===== config.mk =====
export PLATFORM = sky130hd
export DESIGN_NAME = tmds_channel_decoder
export DESIGN_NICKNAME = d
export VERILOG_FILES = /design/src/rtl/tmds_pkg.sv /design/src/rtl/tmds_word_decode.sv /design/src/rtl/tmds_channel_decoder.sv
export SDC_FILE = /design/constraint.sdc
export NUM_CORES = 1
export LEC_CHECK = 0
export CAP_MARGIN = 20
export CORE_MARGIN = 3
export CORE_UTILIZATION = 49
export DETAILED_ROUTE_END_ITERATION = 8
export PLACE_DENSITY_LB_ADDON = 0.15
export SYNTH_ARGS = -nofsm -noshare
export SYNTH_HDL_FRONTEND = slang
export SYNTH_SLANG_ARGS = --single-unit

===== constraint.sdc =====
create_clock -name clk -period 3.1 [get_ports clk]
set_input_delay 0.62 -clock clk [delete_from_list [all_inputs] [get_ports clk]]
set_output_delay 0.62 -clock clk [all_outputs]
set_load 0.02 [all_outputs]

===== src/rtl/tmds_pkg.sv =====
// Shared TMDS definitions: word geometry, the four control tokens, decoded-word
// payload and the receive alignment states.
package tmds_pkg;

  localparam int unsigned WORD_W = 10;
  localparam int unsigned DATA_W = 8;

  localparam logic [WORD_W-1:0] TOKEN_00 = 10'b1101010100;
  localparam logic [WORD_W-1:0] TOKEN_01 = 10'b0010101011;
  localparam logic [WORD_W-1:0] TOKEN_10 = 10'b0101010100;
  localparam logic [WORD_W-1:0] TOKEN_11 = 10'b1010101011;

  typedef enum logic {
    SEARCH = 1'b0,
    LOCKED = 1'b1
  } tmds_state_e;

  typedef struct packed {
    logic              de;
    logic              c1;
    logic              c0;
    logic [DATA_W-1:0] data;
  } tmds_dec_t;

endpackage


===== src/rtl/tmds_word_decode.sv =====
// Combinational 10b word decode: control-token lookup, else undo the
// optional inversion and the XOR/XNOR transition chain.
module tmds_word_decode
  import tmds_pkg::*;
(
  input  logic [WORD_W-1:0] q_i,
  output tmds_dec_t         dec_c_o
);

  logic [DATA_W-1:0] d_c;

  always_comb begin
    dec_c_o = '0;
    d_c     = q_i[9] ? ~q_i[7:0] : q_i[7:0];
    unique case (q_i)
      TOKEN_00: {dec_c_o.c1, dec_c_o.c0} = 2'b00;
      TOKEN_01: {dec_c_o.c1, dec_c_o.c0} = 2'b01;
      TOKEN_10: {dec_c_o.c1, dec_c_o.c0} = 2'b10;
      TOKEN_11: {dec_c_o.c1, dec_c_o.c0} = 2'b11;
      default: begin
        dec_c_o.de      = 1'b1;
        dec_c_o.data[0] = d_c[0];
        for (int i = 1; i < int'(DATA_W); i++) begin
          dec_c_o.data[i] = q_i[8] ? (d_c[i] ^ d_c[i-1]) : ~(d_c[i] ^ d_c[i-1]);
        end
      end
    endcase
  end

endmodule


===== src/rtl/tmds_channel_decoder.sv =====
// One TMDS channel receiver: deserialise at bit rate, hunt word alignment on
// control tokens, decode and present one word per 10 clocks with a strobe.
module tmds_channel_decoder
  import tmds_pkg::*;
#(
  parameter int unsigned LOCK_COUNT = 8,
  parameter int unsigned LOSS_WORDS = 4096
) (
  input  logic              clk,
  input  logic              rst,
  input  logic              din,
  output logic              pixel_strobe,
  output logic [DATA_W-1:0] data,
  output logic              c0,
  output logic              c1,
  output logic              de,
  output logic              locked
);

  localparam int unsigned CNT_W   = 4;
  localparam int unsigned MATCH_W = $clog2(LOCK_COUNT + 1);
  localparam int unsigned MISS_W  = $clog2(LOSS_WORDS + 1);
  localparam logic [CNT_W-1:0] LAST_BIT = CNT_W'(WORD_W - 1);

  logic [WORD_W-1:1]  sr_q, sr_d;
  logic [CNT_W-1:0]   bit_cnt_q, bit_cnt_d;
  logic               slip_q, slip_d;
  tmds_state_e        state_q, state_d;
  logic [MATCH_W-1:0] match_q, match_d;
  logic [MISS_W-1:0]  miss_q, miss_d;
  logic               vld1_q, vld1_d, emit1_q, emit1_d;
  tmds_dec_t          dec1_q, dec1_d;
  logic               vld2_q, emit2_q;
  tmds_dec_t          dec2_q;
  logic               strobe_q, strobe_d, locked_q, locked_d;
  logic               de_q, de_d, c0_q, c0_d, c1_q, c1_d;
  logic [DATA_W-1:0]  data_q, data_d;

  logic [WORD_W-1:0]  word_c;
  logic               capture_c;
  logic               slip_req_c;
  tmds_dec_t          dec_c;

  assign word_c    = {din, sr_q};
  assign capture_c = (bit_cnt_q == LAST_BIT) && !slip_q;

  tmds_word_decode u_decode (
    .q_i     (word_c),
    .dec_c_o (dec_c)
  );

  always_comb begin
    sr_d       = word_c[WORD_W-1:1];
    bit_cnt_d  = CNT_W'(bit_cnt_q + CNT_W'(1));
    slip_d     = slip_q;
    state_d    = state_q;
    match_d    = match_q;
    miss_d     = miss_q;
    slip_req_c = 1'b0;
    vld1_d     = capture_c;
    emit1_d    = 1'b0;
    dec1_d     = dec_c;
    strobe_d   = 1'b0;
    locked_d   = locked_q;
    de_d       = de_q;
    data_d     = data_q;
    c0_d       = c0_q;
    c1_d       = c1_q;

    // Alignment FSM advances once per captured word.
    if (capture_c) begin
      unique case (state_q)
        SEARCH: begin
          if (!dec_c.de) begin
            if ((32'(match_q) + 32'd1) >= LOCK_COUNT) begin
              state_d = LOCKED;
              match_d = '0;
              miss_d  = '0;
            end else begin
              match_d = MATCH_W'(match_q + MATCH_W'(1));
            end
          end else begin
            match_d    = '0;
            slip_req_c = 1'b1;
          end
        end
        LOCKED: begin
          if (!dec_c.de) begin
            miss_d = '0;
          end else if ((32'(miss_q) + 32'd1) >= LOSS_WORDS) begin
            state_d = SEARCH;
            miss_d  = '0;
            match_d = '0;
          end else begin
            miss_d = MISS_W'(miss_q + MISS_W'(1));
          end
        end
      endcase
      emit1_d = (state_d == LOCKED);
    end

    // A slip parks the counter on the last bit for one extra clock.
    if (bit_cnt_q == LAST_BIT) begin
      if (slip_q) begin
        slip_d    = 1'b0;
        bit_cnt_d = '0;
      end else if (slip_req_c) begin
        slip_d    = 1'b1;
        bit_cnt_d = LAST_BIT;
      end else begin
        bit_cnt_d = '0;
      end
    end

    if (vld2_q) begin
      strobe_d = emit2_q;
      locked_d = emit2_q;
      if (emit2_q) begin
        de_d   = dec2_q.de;
        data_d = dec2_q.data;
        if (!dec2_q.de) begin
          c1_d = dec2_q.c1;
          c0_d = dec2_q.c0;
        end
      end else begin
        de_d   = 1'b0;
        data_d = '0;
        c0_d   = 1'b0;
        c1_d   = 1'b0;
      end
    end
  end

  always_ff @(posedge clk or negedge rst) begin
    if (!rst) begin
      sr_q      <= '0;
      bit_cnt_q <= '0;
      slip_q    <= 1'b0;
      state_q   <= SEARCH;
      match_q   <= '0;
      miss_q    <= '0;
      vld1_q    <= 1'b0;
      emit1_q   <= 1'b0;
      dec1_q    <= '0;
      vld2_q    <= 1'b0;
      emit2_q   <= 1'b0;
      dec2_q    <= '0;
      strobe_q  <= 1'b0;
      locked_q  <= 1'b0;
      de_q      <= 1'b0;
      data_q    <= '0;
      c0_q      <= 1'b0;
      c1_q      <= 1'b0;
    end else begin
      sr_q      <= sr_d;
      bit_cnt_q <= bit_cnt_d;
      slip_q    <= slip_d;
      state_q   <= state_d;
      match_q   <= match_d;
      miss_q    <= miss_d;
      vld1_q    <= vld1_d;
      emit1_q   <= emit1_d;
      dec1_q    <= dec1_d;
      vld2_q    <= vld1_q;
      emit2_q   <= emit1_q;
      dec2_q    <= dec1_q;
      strobe_q  <= strobe_d;
      locked_q  <= locked_d;
      de_q      <= de_d;
      data_q    <= data_d;
      c0_q      <= c0_d;
      c1_q      <= c1_d;
    end
  end

  assign pixel_strobe = strobe_q;
  assign locked       = locked_q;
  assign de           = de_q;
  assign data         = data_q;
  assign c0           = c0_q;
  assign c1           = c1_q;

endmodule

## Word-level counts from Yosys, hierarchy flattened

Cells that the tools add are included.

- Add/subtract/negate cells: 5
- Order comparisons: 2
- Equal/unequal tests: 10
- Multiplexer cells: 41
- Bitwise operators: 16
- Reduce and logical (&&, ||, !) cells: 6

Operator list:

| kind | number |
|---|---|
| 13-bit two-way mux | 4 |
| 4-bit two-way mux | 7 |
| 13-bit case mux with 2 select lines | 1 |
| 8-bit two-way mux | 3 |
| 1-bit two-way mux | 23 |
| 10-bit equality test, second input constant | 2 |
| 13-bit by 1-bit adder with 14-bit output, second input constant | 1 |
| 14-bit by 13-bit >= comparator with 1-bit output, second input constant | 1 |
| 13-bit by 1-bit adder with 13-bit output, second input constant | 1 |
| 10-bit by 8-bit equality test with 1-bit output, second input constant | 1 |
| 10-bit by 9-bit equality test with 1-bit output, second input constant | 1 |
| 4-bit by 1-bit adder with 4-bit output, second input constant | 2 |
| 2-bit inequality test, second input constant | 4 |
| 1-bit NOT | 8 |
| 8-bit NOT | 1 |
| 4-bit case mux with 2 select lines | 1 |
| 1-bit XOR | 7 |
| 2-bit case mux with 3 select lines | 1 |
| 3-bit AND reduction | 2 |
| 4-bit by 1-bit adder with 5-bit output, second input constant | 1 |
| 5-bit by 4-bit >= comparator with 1-bit output, second input constant | 1 |
| 4-bit equality test, second input constant | 1 |
| 4-bit OR reduction | 1 |
| 2-bit by 1-bit inequality test with 1-bit output, second input constant | 1 |
| 4 further kinds | 4 |

- Bits in registers: 71
- Logic and storage cells: 104

## Logic depth before layout (Yosys ltp)

Gate-level depths: netlist of run 1.

- Word-level depth: 8
- Gate-level depth with buffers: 9

## By module

Synthesis of run 1 repeated with hierarchy kept, for this count alone.

- Cells, all modules: 269
- Area, all modules: 3094.2 µm²

By module, submodules not included:

| module | times used | cells an instance | area an instance (µm²) |
|---|---|---|---|
| tmds_channel_decoder | 1 | 225 | 2711.4 |
| tmds_word_decode | 1 | 44 | 382.9 |

## Worst setup path after synthesis of run 1

No wires, ideal clock.

- Path kind: register to register
- From: reg sr_q[2] (netlist bit)
- To: reg miss_q[10]
- Library setup time: 0.079 ns
- Arrival time: 2.537 ns
- Slack: 0.484 ns
- Cell stages (with the launch flop): 8
- Period minus slack after synthesis: 2.616 ns
- Cells stage by stage: dfrtp_1 > or4b_1 > or4_1 > clkbuf_1 > a311o_1 > buf_2 > or4_1 > a21oi_1

- Cells in the longest elaborated chain, start to end: 4

Ends and longest elaborated chain:

| item | line | text |
|---|---|---|
| start, declared | tmds_channel_decoder.sv:25 | `logic [WORD_W-1:1] sr_q, sr_d;` |
| start signal, assigned | tmds_channel_decoder.sv:155 | `sr_q <= sr_d;` |
| 10-bit equality test (tied with other cells) | tmds_word_decode.sv:15 | `unique case (q_i)` |
| 4-bit OR reduction (no line) (*) | n/a |  |
| 13-bit two-way mux or 2-bit inequality test (tied branches) | n/a |  |
| 13-bit case mux with 2 select lines or 3-bit AND reduction (tied branches) | n/a |  |
| end signal, assigned | tmds_channel_decoder.sv:160 | `miss_q <= miss_d;` |
| end, declared | tmds_channel_decoder.sv:30 | `logic [MISS_W-1:0] miss_q, miss_d;` |

Every way passes the cells marked *; elsewhere a longest branch is shown, timed or not.
A chain may end at the register's enable or synchronous reset.

## Worst setup path after layout of run 1

- From: reg sr_q[1] (netlist bit)
- To: reg miss_q[10]

Same word-level chain as after synthesis.

==> metrics.md, run 1 <==
| Metric | Value |
|---|---|
| Outcome | `finished, final reports clean` |
| Layout cells sized above 1 | `0.0707` |
| DR pass1 iterations | `4` |
| Relative slew slack | `0.428` |
| Worst Hold Class | `reg2reg` |
| Pwr Total | `0.00181 W` |
| Number of setup buffers added after CTS | `0` |
| Crit path time final | `2890 ps` |
| Ant. Diodes | `0` |
| Async set-reset flop share out of synthesis | `1.00` |
| Worst R2R Path Depth | `5` |
| Num CTS Buffers | `9` |
| Commonest non-fill, non-tap cell in the layout | `dfrtp_1` |
| Nets | `284` |
| Critical path launch point | `sr_q[1]` |
| Crit path arrival time | `3150 ps` |
| Final wirelength | `4610 um` |
| Seq/Total Area, Yosys | `0.626` |
| Port bufs | `15` |
| Max FO, Critical Path | `21` |
| Initial DRC Count | `123` |
| Crit end category | `register` |
| Post-synth design cell area | `0.00284 mm^2` |
| Final max-slew violation count | `0` |
| Unique masters post-synth | `38` |
| Worst R2R End | `miss_q[10]` |
| First-pass GRT wire length | `7980 um` |
| Final Cycle Share | `0.933` |
| Skew-Pair Late Insertion Delay | `340 ps` |
| Net Sw Frac | `0.255` |
| IO Count | `16` |
| GRT overflow | `0` |
| Most frequent cells in the layout | `dfrtp_1, o21ai_0, nand2_1, inv_1, clkdlybuf4s50_1` |
| Syn Area/Cell | `11.0 um^2` |
| Clk buf depth | `2` |
| Total GRT Usage | `0.158` |
| Final HPWL DP | `2990 um` |
| Reg clk slew, reported paths | `70 ps` |
| CTS Root Cell | `clkbuf_8` |
| Net Sw Power | `0.000460 W` |
| Die area | `0.00674 mm^2` |
| Hold buffers post-CTS | `0` |
| Leakage power | `1.39 nW` |
| Initial Util | `0.512` |
| DP Worst Slack | `241 ps` |
| CP Launch Type | `register` |
| # rows | `27` |
| Clock power share | `0.335` |
| Final Setup Violations | `0` |
| Top_reg_cell synth | `dfrtp_1` |
| Ys Warns | `0` |
| Setup TNS | `0 ps` |
| Worst reg2reg path startpoint | `sr_q[1]` |
| RePlAce Congestion | `0.744` |
| Initial antenna violation count | `0` |
| Sequential share of power | `0.587` |
| Drt drc | `0` |
| Final hold violations | `0` |
| Slew @ Worst Pin | `858 ps` |
| Die Height | `82.1 um` |
| Post-Syn Instances | `259` |
| Final Skew | `11.2 ps` |
| P per Cell Area | `562 mW/mm^2` |
| Die width | `82.1 um` |
| Post_cts resized | `0` |
| Comb power frac | `0.078` |
| Final instance count without filler cells | `355` |
| Routed vias/inst | `5.33` |
| Peak VDD IR | `0.000282 V` |
| Number of synthesized flops with an enable pin | `0` |
| Pin count of the biggest net entering global routing | `72` |
| H-tree levels | `3` |
| Drt wl/cell | `13.0 um` |
| Internal | `0.00135 W` |
| Final WS setup | `207 ps` |
| Register bit count reported by yosys | `71` |
| Hold WS | `343 ps` |
| Max cap viols | `0` |
| RSZ-0062 raised after global routing | `false` |
| Clk sink count | `71` |
| CP required | `3360 ps` |
| Post-route ant nets | `0` |
| Start point of the worst hold path | `dec1_q[8]` |
| WS Path Type | `reg2reg` |
| CORE AREA | `0.00554 mm^2` |
| Reg2Reg Setup Slack | `210 ps` |
| Via count | `1893` |
| Vias in the first global route | `1670` |
| CP endpoint | `miss_q[10]` |
| Fmax | `346 MHz` |
| Area grow syn2layout | `13.3%` |
| CTS tree | `yes` |
| Syn nets | `265` |
| # placed instances | `339` |
[worst min-delay path by stage]
| stage | slack [ps] | end | cells after the start |
|---|---|---|---|
| floorplan | 320 | bit_cnt_q[0] | 0 |
| global placement | 330 | dec2_q[7] | 0 |
| detailed placement | 340 | dec2_q[8] | 0 |
| CTS | 350 | dec2_q[8] | 0 |
| global route | 350 | dec2_q[5] | 0 |
| finish | 340 | dec2_q[8] | 0 |
[registers in the layout (all words and copies together), names as in the netlist, 4 cells and up]
signal and cells:
bit_cnt_q 4, data 8, dec1_q 11, dec2_q 11, match_q 4, miss_q 13
sr_q 9
[worst max-delay path, stage by stage, from the launching register on]
cell and delay (ps):
dfrtp_1 430, or4b_1 560, or4_1 570, a311o_1 610
or4_1 480, a21oi_1 160
[power by group through the flow]
stage	clock network [W]	registers, W	logic (W)
2_1_floorplan	0	0.00106	0.000113
3_5_place_dp	0	0.00108	0.000144
3_3_place_gp	0	0.00107	0.000139
4_1_cts	0.000625	0.00106	0.000145
6_report	0.000605	0.00106	0.000141
5_1_grt	0.000664	0.00107	0.000168
[Yosys cell counts (6+ instances only)]
master    count  area, um^2
xnor2_1      11        96.3
or4_1         7        52.6
a21oi_1      12        60.1
nand4_1       7        43.8
nand3_1      13        65.1
nor2_1       13        48.8
inv_1        20        75.1
dfrtp_1      71        1780
o31ai_1       6        45.0
nand2_1      23        86.3
clkbuf_1      9        33.8
o21ai_0      25         125
[through the flow]
step                cell area [um^2]   util
floorplan                       2840      -
global placement                3060  0.552
detailed placement              3060  0.552
CTS                             3210  0.580
global route                    3210  0.580
finish                          3210  0.580
[per-layer routing]
metal	global-route usage	vias to the layer above	routed length, um
li1	-	950	-
met3	0.0358	12	152
met5	0	-	0
met2	0.216	28	1960
met4	0.0897	0	121
met1	0.232	903	2380
[cells by family (layout without fill, tap and decap cells)]
kind of cell / count (synthesis) / count (layout) / synth area share
muxes: 1 / 1 / 0.00353
DFF: 71 / 71 / 0.626
AOI/OAI and AO/OA: 59 / 59 / 0.126
buffers and inverters: 30 / 54 / 0.0401
xor gates and xnor gates: 11 / 11 / 0.0339
and+or+nand+nor: 84 / 84 / 0.157
adders and majority gates: 3 / 3 / 0.0132
[area by class of cell]
cell class	count	area, um^2
Fill cell	484	2330
Sequential cell	71	1780
Multi-Input combinational cell	158	947
Timing Repair Buffer	18	168
Clock buffer	12	135
Tap cell	72	90.1
Inverter	20	75.1
Clock inverter	4	22.5
Power figures use the tool's default switching activity.
==> inputs of run 2 (changes only) <==
--- a/config.mk
+++ b/config.mk
@@ -7,7 +7,7 @@
 export LEC_CHECK = 0
 export CAP_MARGIN = 20
 export CORE_MARGIN = 3
-export CORE_UTILIZATION = 49
+export CORE_UTILIZATION = 58
 export DETAILED_ROUTE_END_ITERATION = 8
 export PLACE_DENSITY_LB_ADDON = 0.15
 export SYNTH_ARGS = -nofsm -noshare
==> run 2 against run 1 <==
Fmax up 1.1%. Sequential power barely moved. Worst setup slack improved by 32 ps. Sequential share of layout area decreased by 1.1 points. Combinational power about the same. Largest cell class unchanged. Largest power group unchanged. Highest routed layer unchanged.
==> metrics.md, run 2 (synthesis gave the netlist of run 1 again) <==
| Metric | Value |
|---|---|
| Outcome | `finished, final reports clean` |
| Number of setup buffers added after CTS | `0 (unchanged)` |
| Worst Hold Class | `in2async` |
| CTS tree | `yes` |
| Die area | `0.00577 mm^2 (-14%)` |
| Fmax | `350 MHz (+1.1%)` |
| Area grow syn2layout | `15.5%` |
| Largest regs | `miss_q: 13 flops, dec1_q: 11 flops, dec2_q: 11 flops` |
| Drt drc | `0 (unchanged)` |
| Clk sink count | `71 (unchanged)` |
| Max cap viols | `0 (unchanged)` |
| IO Count | `16 (unchanged)` |
| CP Launch Type | `register` |
| Clock power share | `0.386 (+0.051)` |
| Net Sw Power | `0.000460 W (+0.15%)` |
| Final Cycle Share | `0.923 (-0.0104)` |
| Clk buf depth | `2 (unchanged)` |
| Hold buffers post-CTS | `0 (unchanged)` |
| Drt wl/cell | `13.9 um (+7.3%)` |
| Nets | `285 (+0.35%)` |
| Largest Register | `miss_q` |
| RePlAce Congestion | `0.751 (+0.99%)` |
| Die width | `75.9 um (-7.5%)` |
| Slew @ Worst Pin | `676 ps (-182 ps)` |
| Max FO, Critical Path | `21 (unchanged)` |
| Ant. Diodes | `0 (unchanged)` |
| H-tree levels | `3 (unchanged)` |
| Hold WS | `294 ps (-48.9 ps)` |
| Final hold violations | `0 (unchanged)` |
| CTS Root Cell | `clkbuf_8` |
| Net Sw Frac | `0.235 (-0.0192)` |
| Slowest CP cell | `a311o_1` |
| CP required | `3370 ps (about the same)` |
| Via count | `1927 (+1.8%)` |
| Pin count of the biggest net entering global routing | `45 (-38%)` |
| Final Setup Violations | `0 (unchanged)` |
| Die Height | `75.9 um (-7.5%)` |
| CORE AREA | `0.00453 mm^2 (-18%)` |
| Crit path arrival time | `3130 ps (-20 ps)` |
| Reg2Reg Setup Slack | `240 ps (+30 ps)` |
| Total GRT Usage | `0.193 (+0.0345)` |
| Internal | `0.00150 W (+11%)` |
| Layout cells sized above 1 | `0.0810 (+0.0103)` |
| Sequential share of power | `0.542 (-0.045)` |
| P per Cell Area | `597 mW/mm^2 (+6.3%)` |
| # rows | `24 (-11%)` |
| Worst R2R Path Depth | `5 (unchanged)` |
| Final max-slew violation count | `0 (unchanged)` |
| First-pass GRT wire length | `8740 um (+9.4%)` |
| Post_cts resized | `0 (unchanged)` |
| RSZ-0062 raised after global routing | `false` |
| Crit path time final | `2860 ps (-32.2 ps)` |
| CP peak stage delay | `620 ps (about the same)` |
| DR pass1 iterations | `4 (unchanged)` |
| Initial DRC Count | `166 (+35%)` |
| Final HPWL DP | `3180 um (+6.3%)` |
| Max reg flops | `13 (unchanged)` |
| Skew-Pair Late Insertion Delay | `340 ps (about the same)` |
| GRT overflow | `0 (unchanged)` |
| Routed vias/inst | `5.52 (+3.5%)` |
| Worst R2R End | `miss_q[11]` |
| Cell mode on critical path | `or4_1` |
| Vias in the first global route | `1839 (+10%)` |
| Initial Util | `0.626 (+0.114)` |
| Comb power frac | `0.072 (-0.006)` |
| Final wirelength | `4870 um (+5.5%)` |
| Peak VDD IR | `0.000424 V (+50%)` |
| Final Skew | `8.10 ps (-3.14 ps)` |
| WS Path Type | `reg2reg` |
| Crit end category | `register` |
| Critical path cell sequence | `or4b_1, or4_1, a311o_1, or4_1, a21oi_1` |
| Initial antenna violation count | `0 (unchanged)` |
| Port bufs | `15 (unchanged)` |
| Setup TNS | `0 ps (unchanged)` |
| Most frequent cells in the layout | `dfrtp_1, o21ai_0, nand2_1, inv_1, clkdlybuf4s50_1` |
| Post-route ant nets | `0 (unchanged)` |
| Commonest non-fill, non-tap cell in the layout | `dfrtp_1` |
| Worst reg2reg path startpoint | `sr_q[1]` |
| Leakage power | `1.43 nW (+2.8%)` |
| Num CTS Buffers | `9 (unchanged)` |
| Reg clk slew, reported paths | `70 ps (about the same)` |
| Relative slew slack | `0.550 (+0.121)` |
-- run 2: changes by cell type in the layout (fill, tap and decap cells not counted) --
cell / before / now
clkbuf_8: 9 / 12
clkinvlp_4: 1 / 0
clkinv_2: 3 / 2
clkbuf_1: 3 / 1
bufinv_16: 0 / 1
buf_12: 0 / 1
-- run 2: layout make-up --
cell class	count	area (um^2)
sequential	71	1780
clock buffer	13	169
clock inverter	3	40.0
fill	325	1260
multi-input combinational	158	947
timing repair buffer	19	188
tap	65	81.3
inverter	20	75.1
-- run 2: power groups by stage --
stage / clock [W] / sequential (W) / combinational, W
after floorplan: 0 / 0.00106 / 0.000113
after global placement: 0 / 0.00107 / 0.000140
after detailed placement: 0 / 0.00108 / 0.000143
after CTS: 0.000773 / 0.00106 / 0.000145
after global routing: 0.000822 / 0.00107 / 0.000165
final: 0.000755 / 0.00106 / 0.000142
-- run 2: per-layer routing --
layer / vias up / wire, um / global-route usage
met4: 0 / 100 / 0.109
li1: 944 / - / -
met1: 930 / 2420 / 0.275
met3: 10 / 207 / 0.0438
met2: 43 / 2140 / 0.276
met5: - / 0 / 0
-- run 2: how the worst max path moves through the flow --
stage                     startpoint         end  cells past startpoint
final                        sr_q[1]  miss_q[11]                      5
after global routing         sr_q[1]   miss_q[6]                      5
after CTS                    sr_q[1]   miss_q[8]                      5
after detailed placement     sr_q[1]  miss_q[11]                      5
after global placement       sr_q[1]   miss_q[7]                      5
after floorplan              sr_q[2]  miss_q[10]                      7
-- run 2: through the flow --
step,worst slack [ps],area (um^2),util,instances,power [W]
finish,240,3280,0.723,349,0.00196
floorplan,484,2840,-,259,0.00117
global placement,319,3070,0.677,333,0.00121
global route,105,3280,0.723,349,0.00206
CTS,247,3280,0.723,349,0.00198
detailed placement,250,3070,0.677,333,0.00122
-- run 2: critical path, delay by kind of cell (launching register included) --
family             cells  cell delay [ps]
AOI/OAI and AO/OA      2              770
DFF                    1              420
and+or+nand+nor        3             1610
